File: config.mk
export PLATFORM = sky130hd
export DESIGN_NAME = zx_port_fe_out
export DESIGN_NICKNAME = d
export VERILOG_FILES = /design/src/rtl/zx_port_fe_out.sv
export SDC_FILE = /design/constraint.sdc
export NUM_CORES = 1
export LEC_CHECK = 0
export ABC_AREA = 1
export CAP_MARGIN = 10
export CORE_ASPECT_RATIO = 0.5
export CORE_MARGIN = 3
export CORE_UTILIZATION = 40
export DETAILED_ROUTE_END_ITERATION = 16
export HOLD_SLACK_MARGIN = 0.08
export PLACE_DENSITY_LB_ADDON = 0.3
export RECOVER_POWER = 25
export SLEW_MARGIN = 20
export SYNTH_ARGS = -nofsm -noshare
export SYNTH_HDL_FRONTEND = slang
export SYNTH_SLANG_ARGS = --single-unit
File: constraint.sdc
create_clock -name clk -period 1.95 [get_ports clk]
set_clock_uncertainty 0.15 [all_clocks]
set_input_delay 0.39 -clock clk [delete_from_list [all_inputs] [get_ports clk]]
set_output_delay 0.39 -clock clk [all_outputs]
set_load 0.02 [all_outputs]
File: src/rtl/zx_port_fe_out.sv
// ULA port FE write side: latches border/EAR/MIC from OUT (FE),n, defers border to line start, makes 50 Hz int_n.
// Latency 1 clk from accepted write, no backpressure (writes always taken); ZX_BEEPER_DAC_EN selects sigma-delta audio.
module zx_port_fe_out #(
  parameter bit         FULL_DECODE  = 1'b1,
  parameter int         FRAME_CYCLES = 69888,
  parameter int         INT_LEN      = 32,
  parameter logic [7:0] EAR_LEVEL    = 8'd200,
  parameter logic [7:0] MIC_LEVEL    = 8'd40
) (
  input  logic        clk,
  input  logic        reset,
  input  logic        ce,
  input  logic        rd_n,
  input  logic        wr_n,
  input  logic [15:0] ad,
  input  logic [7:0]  data_in,
  input  logic        t_en,
  input  logic        line_start,
  output logic [2:0]  border,
  output logic        ear,
  output logic        mic,
  output logic        audio_out,
  output logic        int_n,
  output logic        wr_strobe
);

  localparam int            CW      = $clog2(FRAME_CYCLES);
  localparam logic [CW-1:0] LAST    = CW'(FRAME_CYCLES - 1);
  localparam logic [CW-1:0] INT_END = CW'(INT_LEN);

  logic          addr_match;
  logic          hit;
  logic          hit_q;
  logic          accept;
  logic [2:0]    pending;
  logic          pend_v;
  logic [CW-1:0] count;

  assign addr_match = FULL_DECODE ? (ad[7:0] == 8'hFE) : !ad[0];
  assign hit        = !ce && !wr_n && rd_n && addr_match;
  assign accept     = hit && !hit_q;

  // hit_q resets high so a write held across reset is not taken until the bus idles once.
  always_ff @(posedge clk or negedge reset) begin
    if (!reset) begin
      hit_q     <= 1'b1;
      wr_strobe <= 1'b0;
      border    <= 3'd0;
      pending   <= 3'd0;
      pend_v    <= 1'b0;
      ear       <= 1'b0;
      mic       <= 1'b0;
      count     <= '0;
      int_n     <= 1'b1;
    end else begin
      hit_q     <= hit;
      wr_strobe <= accept;
      if (line_start && pend_v)
        border <= pending;
      // A write coinciding with line_start becomes pending for the following line.
      if (accept) begin
        pending <= data_in[2:0];
        pend_v  <= 1'b1;
        ear     <= data_in[4];
        mic     <= data_in[3];
      end else if (line_start) begin
        pend_v  <= 1'b0;
      end
      if (t_en)
        count <= (count == LAST) ? '0 : count + CW'(1);
      int_n <= !(count < INT_END);
    end
  end

`ifdef ZX_BEEPER_DAC_EN
  logic [8:0] acc;
  logic [8:0] level;
  logic [9:0] sum;
  logic       unused_bits;

  assign level       = (ear ? {1'b0, EAR_LEVEL} : 9'd0) + (mic ? {1'b0, MIC_LEVEL} : 9'd0);
  assign sum         = {1'b0, acc} + {1'b0, level};
  assign unused_bits = ^{ad[15:8], data_in[7:5]};

  always_ff @(posedge clk or negedge reset) begin
    if (!reset) begin
      acc       <= 9'd0;
      audio_out <= 1'b0;
    end else begin
      acc       <= sum[8:0];
      audio_out <= sum[9];
    end
  end
`else
  logic unused_bits;

  assign unused_bits = ^{ad[15:8], data_in[7:5], mic, EAR_LEVEL, MIC_LEVEL};

  always_ff @(posedge clk or negedge reset) begin
    if (!reset)
      audio_out <= 1'b0;
    else
      audio_out <= ear;
  end
`endif

endmodule

==> metrics.yaml <==
setup_path:
  start_kind: "flip-flop"
  cp.required_ns: 1.41
  path_delay_family: "buffers and inverters"
  setup.worst_path.start: "ear"
  critical_path_class: "reg -> out"
  cp_slowest_cell: "clkdlybuf4s50_1"
  cp_max_fo: 3
  r2r-start: "count[0]"
  arrival_ns: 1.27
  rrSetupSlack_ns: 0.42
  worst_path_largest_cell_delay_ns: 0.61
  worst-path-buf-inv: 1
  path_cells: "clkdlybuf4s50_1"
  end_kind: "output pin"
sta:
  post-route-min-period_ns: 1.81
  tightest_slew_ns: 0.716
  finalSetupViolations: 0
  max-slew-margin-rel: 0.523
  finalMaxSlewViolations: 0
  rsz0062_at_grt: "no"
  finalHoldViolations: 0
  fin_crit_sh: 0.927
  clock.fmax_mhz: 553
  tns_ns: 0
cts:
  clkLatencyLatePin_ns: 0.28
  cts_hold_buf: 0
  cts_tree: "yes"
  clock_sinks: 30
  clk_pin_slew_worst_paths_ns: 0.06
  htreeDepth: 2
  cts_max_path_buffers: 2
  ctsRootBufferMaster: "clkbuf_8"
  cts_buffers: 5
hold_path:
  min_path_type: "reg -> reg"
  min_from: "ear"
finish:
  fin_cells: 270
  areaGrowthSynthToFinish_pct: 30.6
  fin_util: 0.558
  drive_gt1_frac: 0.137
  nets: 250
  n_antenna_cell: 0
  fillers: 338
placed_design:
  portBuffers: 27
  dp.cells: 262
  gp_congestion: 0.906
  hpwl_mm: 2.25
route:
  drt_first_pass_iters: 5
  avgViaCountPerCell: 4.65
  routed_wl_mm: 2.90
  drc: 0
  detail_route.wl_per_cell_um: 10.7
  dr.first_iter.drc_count: 37
  num_vias: 1256
  detail-route-antenna-nets: 0
die:
  dieArea_um2: 4560
  die_w_um: 92.6
  top_level_ports: 39
  dieHeight_um: 49.3
  start_util: 0.427
  coreArea_um2: 3510
  fp-row-count: 15
global_route:
  grt_pass1_vias: 1207
  grt_pass1_wl_mm: 5.16
  track_usage: 0.150
  grt_max_degree: 31
  antenna_found_initial: 0
  grt-ovfl-total: 0
logic_synthesis:
  synthesis.nets: 212
  synth_area_per_cell_um2: 8.33
  ys_ff_latch: 30
  syn_inst: 180
  ys_seq_area_frac: 0.503
  netlist_area_um2: 1500
  synth_cell_types: 24
  ys.warnings.count: 0
run_status:
  status: "finished clean"
run:
  drv_cap: 0
pwr:
  p_leak_nw: 0.996
  ir_drop_mv: 0.385
  power.density_nw_per_um2: 753
==> cell usage in the layout, fill, tap and decap left out, types with 4 or more instances in the layout <==
master,count
nand3_1,13
inv_1,28
nand4_1,4
clkbuf_8,6
nand2_1,54
nor2_1,16
buf_4,4
dfrtp_1,28
clkdlybuf4s50_1,25
xor2_1,10
==> state kept, by name (all words and copies together), names as in the netlist <==
name,flops
audio_out,1
border,3
count,17
ear,1
hit_q,1
int_n,1
mic,1
pend_v,1
pending,3
wr_strobe,1
==> cells by family after synthesis <==
family          count (synthesis)  share of synthesized area
buf+inv                        30                     0.0760
fa+ha+maj                       1                    0.00835
mux                             3                     0.0225
flops                          30                      0.503
compound gates                  3                     0.0133
simple gates                  103                      0.319
xor+xnor                       10                     0.0584
==> power by group <==
part           switching (mW)  total [mW]  internal [mW]
clock                   0.240       0.523          0.283
sequential             0.0623       0.739          0.676
combinational           0.109       0.212          0.102
total                   0.411        1.47           1.06
==> layer usage <==
metal / vias to the layer above / global-route usage / share of wire
met5: - / 0 / 0
met2: 29 / 0.230 / 0.44
li1: 629 / - / -
met1: 594 / 0.179 / 0.48
met4: 0 / 0.0640 / 0.015
met3: 4 / 0.0755 / 0.062
==> cells in the mapped netlist, drive strengths merged <==
library cell   n  share of area
a21oi          1         0.0033
and3           1         0.0042
buf            1         0.0033
dfrtp         28           0.47
dfstp          2          0.035
ha             1         0.0083
inv           29          0.073
mux2           3          0.023
nand2         57           0.15
nand3         15          0.057
nand3b         2          0.010
nand4          5          0.025
nor2          20          0.063
nor3           1         0.0033
nor4           2         0.0083
o21ai          1         0.0033
o22a           1         0.0067
xor2          10          0.058
==> stage by stage <==
step | hold slack, ns | setup WS [ns] | cell area [µm²] | total power [mW]
floorplan | -0.0556 | 0.564 | 1500 | 0.868
global placement | 0.243 | 0.0299 | 1870 | 0.955
detailed placement | 0.253 | 0.00767 | 1870 | 0.965
CTS | 0.269 | 0.125 | 1960 | 1.49
global route | 0.286 | 0.0812 | 1960 | 1.57
finish | 0.263 | 0.143 | 1960 | 1.47
==> repair_timing <==
item                       4_1_cts  5_1_grt
resized for setup                1        0
buffers inserted                 0        0
setup endpoints to repair        1        0
==> final timing paths <==
path | end | cells past startpoint
max | ear | 1
min | audio_out | 0
max reg2reg | count[3] | 6
min reg2reg | audio_out | 0
max in group asynchronous | count[0] | 2
min in group asynchronous | count[10] | 2
==> layout make-up <==
class	count	area [µm²]	share of cell area
Tap cell	51	63.8	0.0326
Sequential cell	30	753	0.385
Multi-Input combinational cell	120	632	0.323
Clock inverter	2	12.5	0.00639
Clock buffer	6	82.6	0.0422
Timing Repair Buffer	32	304	0.155
Inverter	29	109	0.0556
Power figures use the tool's default switching activity.
